$ cat config.mk
export PLATFORM = sky130hd
export DESIGN_NAME = bird_round_keeper
export DESIGN_NICKNAME = d
export VERILOG_FILES = /design/src/rtl/bird_round_keeper.sv
export SDC_FILE = /design/constraint.sdc
export NUM_CORES = 1
export LEC_CHECK = 0
export BUFFER_PORTS_ARGS = -buffer_cell sky130_fd_sc_hd__buf_2
export CORE_ASPECT_RATIO = 0.8
export CORE_UTILIZATION = 53
export CTS_CLUSTER_DIAMETER = 120
export DETAILED_ROUTE_END_ITERATION = 16
export HOLD_SLACK_MARGIN = 0.1
export PLACE_DENSITY = 0.8
export SYNTH_ARGS = -nofsm -noshare
export SYNTH_HDL_FRONTEND = slang
export SYNTH_SLANG_ARGS = --single-unit
$ cat constraint.sdc
create_clock -name Clk -period 2.9 [get_ports Clk]
set_input_delay 0.58 -clock Clk [delete_from_list [all_inputs] [get_ports Clk]]
set_output_delay 0.58 -clock Clk [all_outputs]
set_load 0.005 [all_outputs]
$ cat src/rtl/bird_round_keeper.sv
// bird_round_keeper: per-round hit/miss bookkeeping for the duck game.
// Counts rising edges of the sprite's hit/flew-away levels while a round is
// active, decides pass/fail when every bird of the round is accounted for,
// and walks the game through its rounds up to a sticky game-over.
module bird_round_keeper #(
    parameter int BIRDS_PER_ROUND = 10,
    parameter int PASS_HITS       = 6,
    parameter int MAX_ROUNDS      = 8,
    parameter int CNT_W           = 8
) (
    input  logic             Clk,
    input  logic             Reset,
    input  logic             start_round,
    input  logic             bird_hit,
    input  logic             flew_away,
    input  logic             round_ack,
    output logic [1:0]       state,
    output logic [CNT_W-1:0] hits,
    output logic [CNT_W-1:0] misses,
    output logic [CNT_W-1:0] birds_used,
    output logic [CNT_W-1:0] birds_left,
    output logic [CNT_W-1:0] round_num,
    output logic             round_over,
    output logic             round_passed,
    output logic             game_over
);

    typedef enum logic [1:0] {
        IDLE      = 2'b00,
        ACTIVE    = 2'b01,
        ROUND_END = 2'b10,
        GAME_OVER = 2'b11
    } state_t;

    localparam logic [CNT_W-1:0] BIRDS      = CNT_W'(BIRDS_PER_ROUND);
    localparam logic [CNT_W-1:0] PASS       = CNT_W'(PASS_HITS);
    localparam logic [CNT_W-1:0] LAST_ROUND = CNT_W'(MAX_ROUNDS - 1);
    localparam logic [CNT_W-1:0] ONE        = CNT_W'(1);

    state_t           cur_state;
    state_t           nxt_state;
    logic             hit_q;
    logic             fly_q;
    logic             hit_e;
    logic             fly_e;
    logic [CNT_W-1:0] hits_nxt;
    logic [CNT_W-1:0] misses_nxt;
    logic [CNT_W-1:0] used_nxt;
    logic [CNT_W-1:0] round_nxt;
    logic             passed_nxt;

    // Rising-edge detect; history follows the inputs in every state.
    assign hit_e = bird_hit & ~hit_q;
    assign fly_e = flew_away & ~fly_q;

    // Edge history registers.
    always_ff @(posedge Clk) begin
        // NOTE: sequential state uses non-blocking assignments so every
        // register samples the pre-edge values regardless of statement order.
        if (Reset) begin
            hit_q <= 1'b0;
            fly_q <= 1'b0;
        end else begin
            hit_q <= bird_hit;
            fly_q <= flew_away;
        end
    end

    // State register.
    always_ff @(posedge Clk) begin
        if (Reset) cur_state <= IDLE;
        else       cur_state <= nxt_state;
    end

    // Round counters and pass flag.
    always_ff @(posedge Clk) begin
        if (Reset) begin
            hits         <= '0;
            misses       <= '0;
            birds_used   <= '0;
            round_num    <= '0;
            round_passed <= 1'b0;
        end else begin
            hits         <= hits_nxt;
            misses       <= misses_nxt;
            birds_used   <= used_nxt;
            round_num    <= round_nxt;
            round_passed <= passed_nxt;
        end
    end

    // Next-state and next-counter logic; a hit beats a simultaneous escape.
    always_comb begin
        // NOTE: every output of this block gets a hold value first, so no
        // path through the case can leave one unassigned and infer a latch.
        nxt_state  = cur_state;
        hits_nxt   = hits;
        misses_nxt = misses;
        used_nxt   = birds_used;
        round_nxt  = round_num;
        passed_nxt = round_passed;
        unique case (cur_state)
            IDLE: begin
                if (start_round) nxt_state = ACTIVE;
            end
            ACTIVE: begin
                if ((hit_e || fly_e) && (birds_used < BIRDS)) begin
                    used_nxt = birds_used + ONE;
                    if (hit_e) hits_nxt   = hits + ONE;
                    else       misses_nxt = misses + ONE;
                    if (used_nxt == BIRDS) begin
                        nxt_state  = ROUND_END;
                        passed_nxt = (hits_nxt >= PASS);
                    end
                end
            end
            ROUND_END: begin
                if (round_ack) begin
                    if (round_passed && (round_num < LAST_ROUND)) begin
                        nxt_state  = IDLE;
                        round_nxt  = round_num + ONE;
                        hits_nxt   = '0;
                        misses_nxt = '0;
                        used_nxt   = '0;
                        passed_nxt = 1'b0;
                    end else begin
                        nxt_state = GAME_OVER;
                    end
                end
            end
            GAME_OVER: begin
                nxt_state = GAME_OVER;
            end
            default: nxt_state = IDLE;
        endcase
    end

    assign state      = cur_state;
    assign birds_left = BIRDS - birds_used;
    assign round_over = (cur_state == ROUND_END);
    assign game_over  = (cur_state == GAME_OVER);

endmodule
* After elaboration in Yosys (flattened, before gate mapping) *
Index checks and enable logic that the tools add are counted.

word-level totals
  logic and storage cells = 63
  input port bits = 6
  bits in registers = 37
  output and inout bits = 45

operators by class
  eq/ne operators = 10
  muxes and demuxes = 23
  reductions and logical operators = 10
  order comparisons = 3
  bitwise logic cells = 4
  $add $sub $neg = 5

operators by type and width
  kind                                                   count
  two-way mux 8 bit                                      9
  case mux 8 bit (2 select lines)                        3
  adder 8 x 1 -> 8 bit, second input constant            4
  two-way mux 2 bit                                      5
  inequality test 2 bit, second input constant           5
  AND reduction 5 bit                                    2
  == test 8 x 4 -> 1 bit, second input constant          1
  >= comparator 8 x 3 -> 1 bit, second input constant    1
  < comparator 8 x 3 -> 1 bit, second input constant     1
  < comparator 8 x 4 -> 1 bit, second input constant     1
  case mux 2 bit (4 select lines)                        1
  AND reduction 4 bit                                    2
  subtractor 4 x 8 -> 8 bit, first input constant        1
  == test 2 bit, second input constant                   2
  two-way mux 1 bit                                      4
  AND reduction 3 bit                                    1
  bitwise AND 1 bit                                      2
  == test 2 x 1 -> 1 bit, second input constant          1
  logical AND 1 bit                                      2
  logical NOT 2 bit                                      1
  inequality test 2 x 1 -> 1 bit, second input constant  1
  inverter 1 bit                                         2
  case mux 1 bit (2 select lines)                        1
  nonzero test 2 bit                                     1
  logical OR 1 bit                                       1

* Logic depth before layout (Yosys ltp) *
Gate-level depths: netlist (run 1).

  depth in word-level cells = 10
  gate-level depth with buffers = 7
  mapped depth without buffers = 6

* Worst setup path before layout (run 1) *
No wires, ideal clock.

  path kind = input-to-reg
  start point = input port bird_hit
  end point = register hits[6]
  data arrival time = 2.052 ns
  cell stages on the path = 6
  setup slack = 0.773 ns
  library setup time = 0.074 ns
  buffers on the path = 1
  data required time = 2.826 ns
  path through = nor2b_1 -> buf_2 -> o2111ai_4 -> or3_4 -> or4_1 -> a31oi_1

between the ends
  cells in the longest elaborated chain, start to end = 6
  elaborated cells on any way between the ends = 10
  those cells by class = eq/ne (1); mux (5); bitwise (1); reduce/logical (3)

ends and longest elaborated chain
  element                          line  text
  start, declared                  14    input logic bird_hit,
  bitwise AND 1 bit *              53    assign hit_e = bird_hit & ~hit_q;
  two-way mux 8 bit                109   if (hit_e) hits_nxt = hits + ONE;
  two-way mux 8 bit                107   if ((hit_e || fly_e) && (birds_used < BIRDS)) begin
  two-way mux 8 bit                102   unique case (cur_state)
  two-way mux 8 bit                107
  case mux 8 bit (2 select lines)  102
  end signal, assigned             84    hits <= hits_nxt;
  end, declared                    18    output logic [CNT_W-1:0] hits,

Every way passes the cells marked *; elsewhere a longest branch is shown, timed or not. The select of a mux whose other input is x is not followed.
A chain may end at the register's enable or synchronous reset.

* Worst setup path after layout (run 1) *
  start point = register birds_used[0]
  end point = register hits[6]

between the ends
  cells in the longest elaborated chain, start to end = 4

ends and longest elaborated chain
  element                                 line  text
  start, declared                         20    output logic [CNT_W-1:0] birds_used,
  start signal, assigned                  86    birds_used <= used_nxt;
  < comparator 8 x 4 -> 1 bit             107
  logical AND 1 bit                       107
  inequality test 2 bit (no source line)  n/a
  AND reduction 4 bit (no source line)    n/a

No other way between the ends.

==> results of run 1 <==
cells by family after synthesis:
family,synth area share [%]
adder cells (fa/ha/maj),4.28
multiplexers,4.46
XOR/XNOR,3.00
buffers and inverters,5.20
flip-flops,36.2
AO/OA/AOI/OAI,16.9
AND/OR/NAND/NOR,30.0
power breakdown:
group,total [mW],internal (mW),switching (mW),leakage (nW)
Sequential,0.522,0.514,0.00780,0.299
Combinational,0.0736,0.0292,0.0445,0.738
Clock,0.353,0.188,0.165,0.0443
critical path: cells and delay by family, from the launching register on:
kind / cells / cell delay, ns
flops: 1 / 0.51
fa+ha+maj: 1 / 0.19
buf+inv: 1 / 0.12
compound gates: 1 / 0.15
simple gates: 3 / 1.23
final timing paths:
path	startpoint	endpoint	slack [ns]	cells after the start
setup / recovery	birds_used[0]	hits[6]	0.62	6
setup reg to reg	birds_used[0]	hits[6]	0.62	6
hold reg to reg	misses[7]	misses[7]	0.47	2
hold / removal	misses[7]	misses[7]	0.47	2
synthesized netlist by cell type, drive strengths merged (3+ instances only):
| cell | count | share of area, % |
|---|---|---|
| nand2 | 27 | 5.0 |
| nor2b | 13 | 4.0 |
| a31oi | 4 | 1.2 |
| and3 | 3 | 0.92 |
| and2 | 3 | 0.92 |
| ha | 7 | 4.3 |
| o21ai | 9 | 2.8 |
| inv | 8 | 1.5 |
| mux2i | 8 | 3.9 |
| or3 | 4 | 1.5 |
| nor4 | 5 | 1.8 |
| a21oi | 15 | 3.7 |
| nand4 | 3 | 0.92 |
| a311oi | 5 | 2.1 |
| xnor2 | 4 | 1.7 |
| dfxtp | 37 | 36 |
| clkbuf | 13 | 2.4 |
| nand3 | 15 | 3.7 |
| nand2b | 6 | 1.8 |
| nor3b | 5 | 1.8 |
| buf | 5 | 1.3 |
| nor2 | 12 | 2.3 |
| xor2 | 3 | 1.3 |
metal layers:
| layer | GRT usage, % | wire, microns |
|---|---|---|
| met4 | 5.60 | 46 |
| met5 | 0 | 0 |
| met2 | 32.9 | 1860 |
| met1 | 31.5 | 2280 |
| met3 | 4.24 | 200 |
through the flow:
stage / area [sq um] / util, % / worst slack [ns] / power, mW / instances
final: 2400 / 67.4 / 0.622 / 0.949 / 331
after global placement: 2320 / 65.0 / 0.524 / 0.604 / 324
after global routing: 2400 / 67.4 / 0.461 / 0.986 / 331
after floorplan: 2050 / - / 0.773 / 0.581 / 244
after detailed placement: 2320 / 65.0 / 0.494 / 0.606 / 324
after CTS: 2400 / 67.4 / 0.615 / 0.954 / 331
cell type report:
cell class	count	area share (%)
multi-input cells	181	49.9
well taps	42	2.19
flip-flops and latches	37	30.8
repair buffers	56	12.3
inverters	8	1.25
clock buffers	7	3.59
flip-flops by register name (all words and copies together), names as in the netlist:
signal,flops
birds_used,8
fly_q,1
hit_q,1
hits,8
misses,8
round_num,8
round_passed,1
state,2
==> results_dict.tcl, run 1 <==
set metrics [dict create \
    path_class "register to register" \
    yosys_register_bits 37 \
    syn-num-nets 257 \
    drtAntennaViolNets 0 \
    crit_fanout 13 \
    clock_path_buffers 2 \
    first_global_vias 1597 \
    vias_per_cell 5.81 \
    ys.flop_type "dfxtp_1" \
    cts.repair.resized 0 \
    ir_drop_mv 0.417 \
    async_flop_share_pct 0 \
    chipWidth_microns 71.5 \
    crit_required_ns 3.11 \
    setup_tns_ns 0 \
    synth_edf_count 0 \
    fmax_mhz 439 \
    fp.dieH_microns 57.6 \
    initial_core_util_pct 57.4 \
    ys_seq_area_share_pct 36.2 \
    drt-wirelength-per-cell_microns 13.2 \
    fin_crit_ns 2.28 \
    wirelength_mm 4.38 \
    clk_pin_slew_worst_paths_ns 0.07 \
    fin_worst_skew_ns 0.00303 \
    post-cts-setup-buffers 0 \
    ctsHoldBuffers 0 \
    fill_cells 317 \
    drv_cap 0 \
    multi_input_area_sq_mm 0.00120 \
    via_count 1923 \
    rows 19 \
    finalHoldViolCount 0 \
    cp-end-kind "register" \
    yosysWarnings 0 \
    final_cell_mix "buf_2 (50), dfxtp_1 (37), nand2_1 (27)" \
    seqCellArea_sq_um 741 \
    drive_above_1_share_pct 24.6 \
    cts_made_buffers 5 \
    cts_tree "built" \
    dp_hpwl_mm 3.10 \
    cts_sinks 37 \
    crit_chain "inv_1, ha_1, and3b_1, or3_4, or4_1, a31oi_1" \
    dieArea_sq_mm 0.00412 \
    layout.nets 302 \
    core_area_sq_mm 0.00357 \
    start_kind "register" \
    syn_inst 244 \
    grt_max_degree 33 \
    post-route-period-util_pct 78.6 \
    area_growth_syn_to_layout_pct 17.5 \
    worstMarginPinSlew_ns 0.830 \
    cp.arrival_ns 2.49 \
    p_per_area_mw_per_mm2 395 \
    syn_avg_cell_area_sq_um 8.39 \
    n_antenna_cell 0 \
    grt_pass1_wl_mm 7.05 \
    grt_use_total_pct 21.6 \
    slew-limit-headroom_pct 44.6 \
    final_common_cell "buf_2" \
    clock_latency_ns 0.28 \
    root_buffer "clkbuf_8" \
    drt_first_pass_iters 4 \
    slew_violations 0 \
    leakage_nw 1.08 \
    setup_viol 0 \
    grt_overflow_total 0 \
    gp_congestion 0.795 \
    hold_class "register to register" \
    cp_slowest_cell "dfxtp_1" \
    io_pins 51 \
    cpPeakStageDelay_ns 0.51 \
    io_buffer_count 50 \
    timing.hold.ws_ns 0.470 \
    rsz0062_at_grt "false" \
    netlist_area_sq_mm 0.00205 \
    status "finished clean" \
    ys_types 51 \
    htreeDepth 2 \
    drc 0 \
    drtIter0Drc 111 \
    antenna_found_initial 0 \
]
Note: power is estimated with default switching activity, not from simulation.
==> inputs of run 2 (changes only) <==
Settings changed: CORE_UTILIZATION 53 to 48, PLACE_DENSITY 0.8 to 0.76.
Clock period 2.9 ns to 1.9 ns, I/O delays scaled along.
==> run 2 against run 1 <==
Net effect:
- critical path depth unchanged
- power increased by 75%
- critical endpoint unchanged
- sequential share of layout area decreased by 3.5 points
- via count increased by 5.0%
- die area increased by 10%
- sequential power increased by 52%
==> results_dict.tcl, run 2 (same netlist as run 1, synthesis figures left out) <==
set metrics [dict create \
    clock_latency_ns 0.29 \
    status "finished clean" \
    drtAntennaViolNets 0 \
    drc 0 \
    drt_first_pass_iters 4 \
    final_common_cell "buf_2" \
    drt-wirelength-per-cell_microns 13.6 \
    cts_sinks 37 \
    fmax_mhz 528 \
    dp_hpwl_mm 3.45 \
    first_global_vias 1724 \
    rsz0062_at_grt "true" \
    vias_per_cell 5.44 \
    drtIter0Drc 121 \
    cts_tree "built" \
    post-route-period-util_pct 99.8 \
    fin_util_pct 69.6 \
    clk_pin_slew_worst_paths_ns 0.08 \
    dpl_worst_slack_ns -0.119 \
    gp_congestion 0.802 \
    grt_pass1_wl_mm 8.04 \
    setup_tns_ns 0 \
    r2r_slack_ns 0.005 \
    grt_max_degree 32 \
    antenna_found_initial 0 \
    p_per_area_mw_per_mm2 609 \
    r2r_start "birds_used[0]" \
    ctsHoldBuffers 0 \
    n_antenna_cell 0 \
    dieArea_sq_mm 0.00453 \
    path_class "register to register" \
    leakage_nw 1.24 \
    drv_cap 0 \
    grt_overflow_total 0 \
    via_count 2019 \
    initial_core_util_pct 52.1 \
    holdPathStages 2 \
    postLayoutCellArea_sq_mm 0.00273 \
    core_area_sq_mm 0.00393 \
    hold_class "input pin to register" \
    fin_ws_ns 0.00453 \
    place_area_sq_mm 0.00250 \
    final_cell_mix "buf_2 (50), dfxtp_1 (34), buf_4 (29)" \
    hold_path_end "fly_q" \
    r2r_end "hits[6]" \
    io_buffer_count 50 \
    timing.hold.ws_ns 0.316 \
    root_buffer "clkbuf_8" \
    finalHoldViolCount 0 \
    grt_use_total_pct 23.5 \
    rows 20 \
    wirelength_mm 5.03 \
    fin_worst_skew_ns 0.00864 \
    cts_made_buffers 5 \
    chipWidth_microns 75.0 \
    slew-limit-headroom_pct 67.8 \
    fp.dieH_microns 60.4 \
    slew_violations 0 \
    fin_crit_ns 1.90 \
    setup_viol 0 \
    worstHoldStart "flew_away" \
    r2r_cells 6 \
    worstMarginPinSlew_ns 0.483 \
    area_growth_syn_to_layout_pct 33.5 \
    start_kind "register" \
    layout.nets 328 \
    crit_required_ns 2.13 \
    crit_fanout 5 \
    io_pins 51 \
    cp.arrival_ns 2.12 \
    htreeDepth 2 \
    cp-end-kind "register" \
    ir_drop_mv 0.399 \
    drive_above_1_share_pct 35.8 \
    clock_path_buffers 2 \
]
## run 2: changes by cell type in the layout (fill, tap and decap cells not counted), moves of 2 or more
cell | before | now
buf_4 | 6 | 29
dfxtp_1 | 37 | 34
a21oi_1 | 15 | 13
and3b_1 | 2 | 0
and3b_2 | 0 | 2
buf_6 | 0 | 2
dfxtp_2 | 0 | 2
or4_1 | 2 | 0
or4_4 | 0 | 2
## run 2: per-stage QoR
step | power (mW) | cells
after floorplan | 0.889 | 244
after global placement | 0.940 | 357
after detailed placement | 0.942 | 357
after CTS | 1.66 | 370
after global routing | 1.71 | 371
final | 1.66 | 371
## run 2: cell type report
type | count | area (sq um)
Multi-Input combinational cell | 182 | 1280
Fill cell | 315 | 1200
Sequential cell | 37 | 747
Timing Repair Buffer | 81 | 490
Clock buffer | 7 | 86.3
Tap cell | 55 | 68.8
Clock inverter | 1 | 30.0
Inverter | 8 | 30.0
## run 2: worst max path at each step
stage                     slack [ns]          start  cells after the start            end
after global placement         -0.07       bird_hit                      6        hits[6]
after detailed placement       -0.12       bird_hit                      6        hits[6]
final                          0.005  birds_used[0]                      6        hits[6]
after global routing           -0.06  birds_used[0]                      6        hits[6]
after floorplan                0.008  birds_used[0]                      7  birds_used[1]
after CTS                     -0.007  birds_used[0]                      6        hits[6]
## run 2: repair_timing
item	CTS	global route
pin swaps	0	7
buffers inserted	4	0
cloned	1	1
gates resized for setup	5	12
endpoints found under the setup margin	3	20
## run 2: report_power, final
part / leakage, nW / switching (mW) / internal, mW / total [mW]
Clock: 0.0585 / 0.289 / 0.428 / 0.718
Combinational: 0.877 / 0.0826 / 0.0692 / 0.152
Sequential: 0.301 / 0.0112 / 0.784 / 0.795
## run 2: critical path: stages, from the launching register on
cell,delay (ns)
dfxtp_4,0.37
ha_4,0.17
o21ai_4,0.17
o2111ai_4,0.15
or3_4,0.38
or4_4,0.43
a31oi_2,0.16
## run 2: per-layer routing
layer | routed length (microns) | GRT usage [%] | up-vias
met5 | 0 | 0 | -
met1 | 2460 | 34.2 | 929
li1 | - | - | 1023
met2 | 2220 | 35.8 | 62
met4 | 59 | 7.28 | 0
met3 | 291 | 3.82 | 5
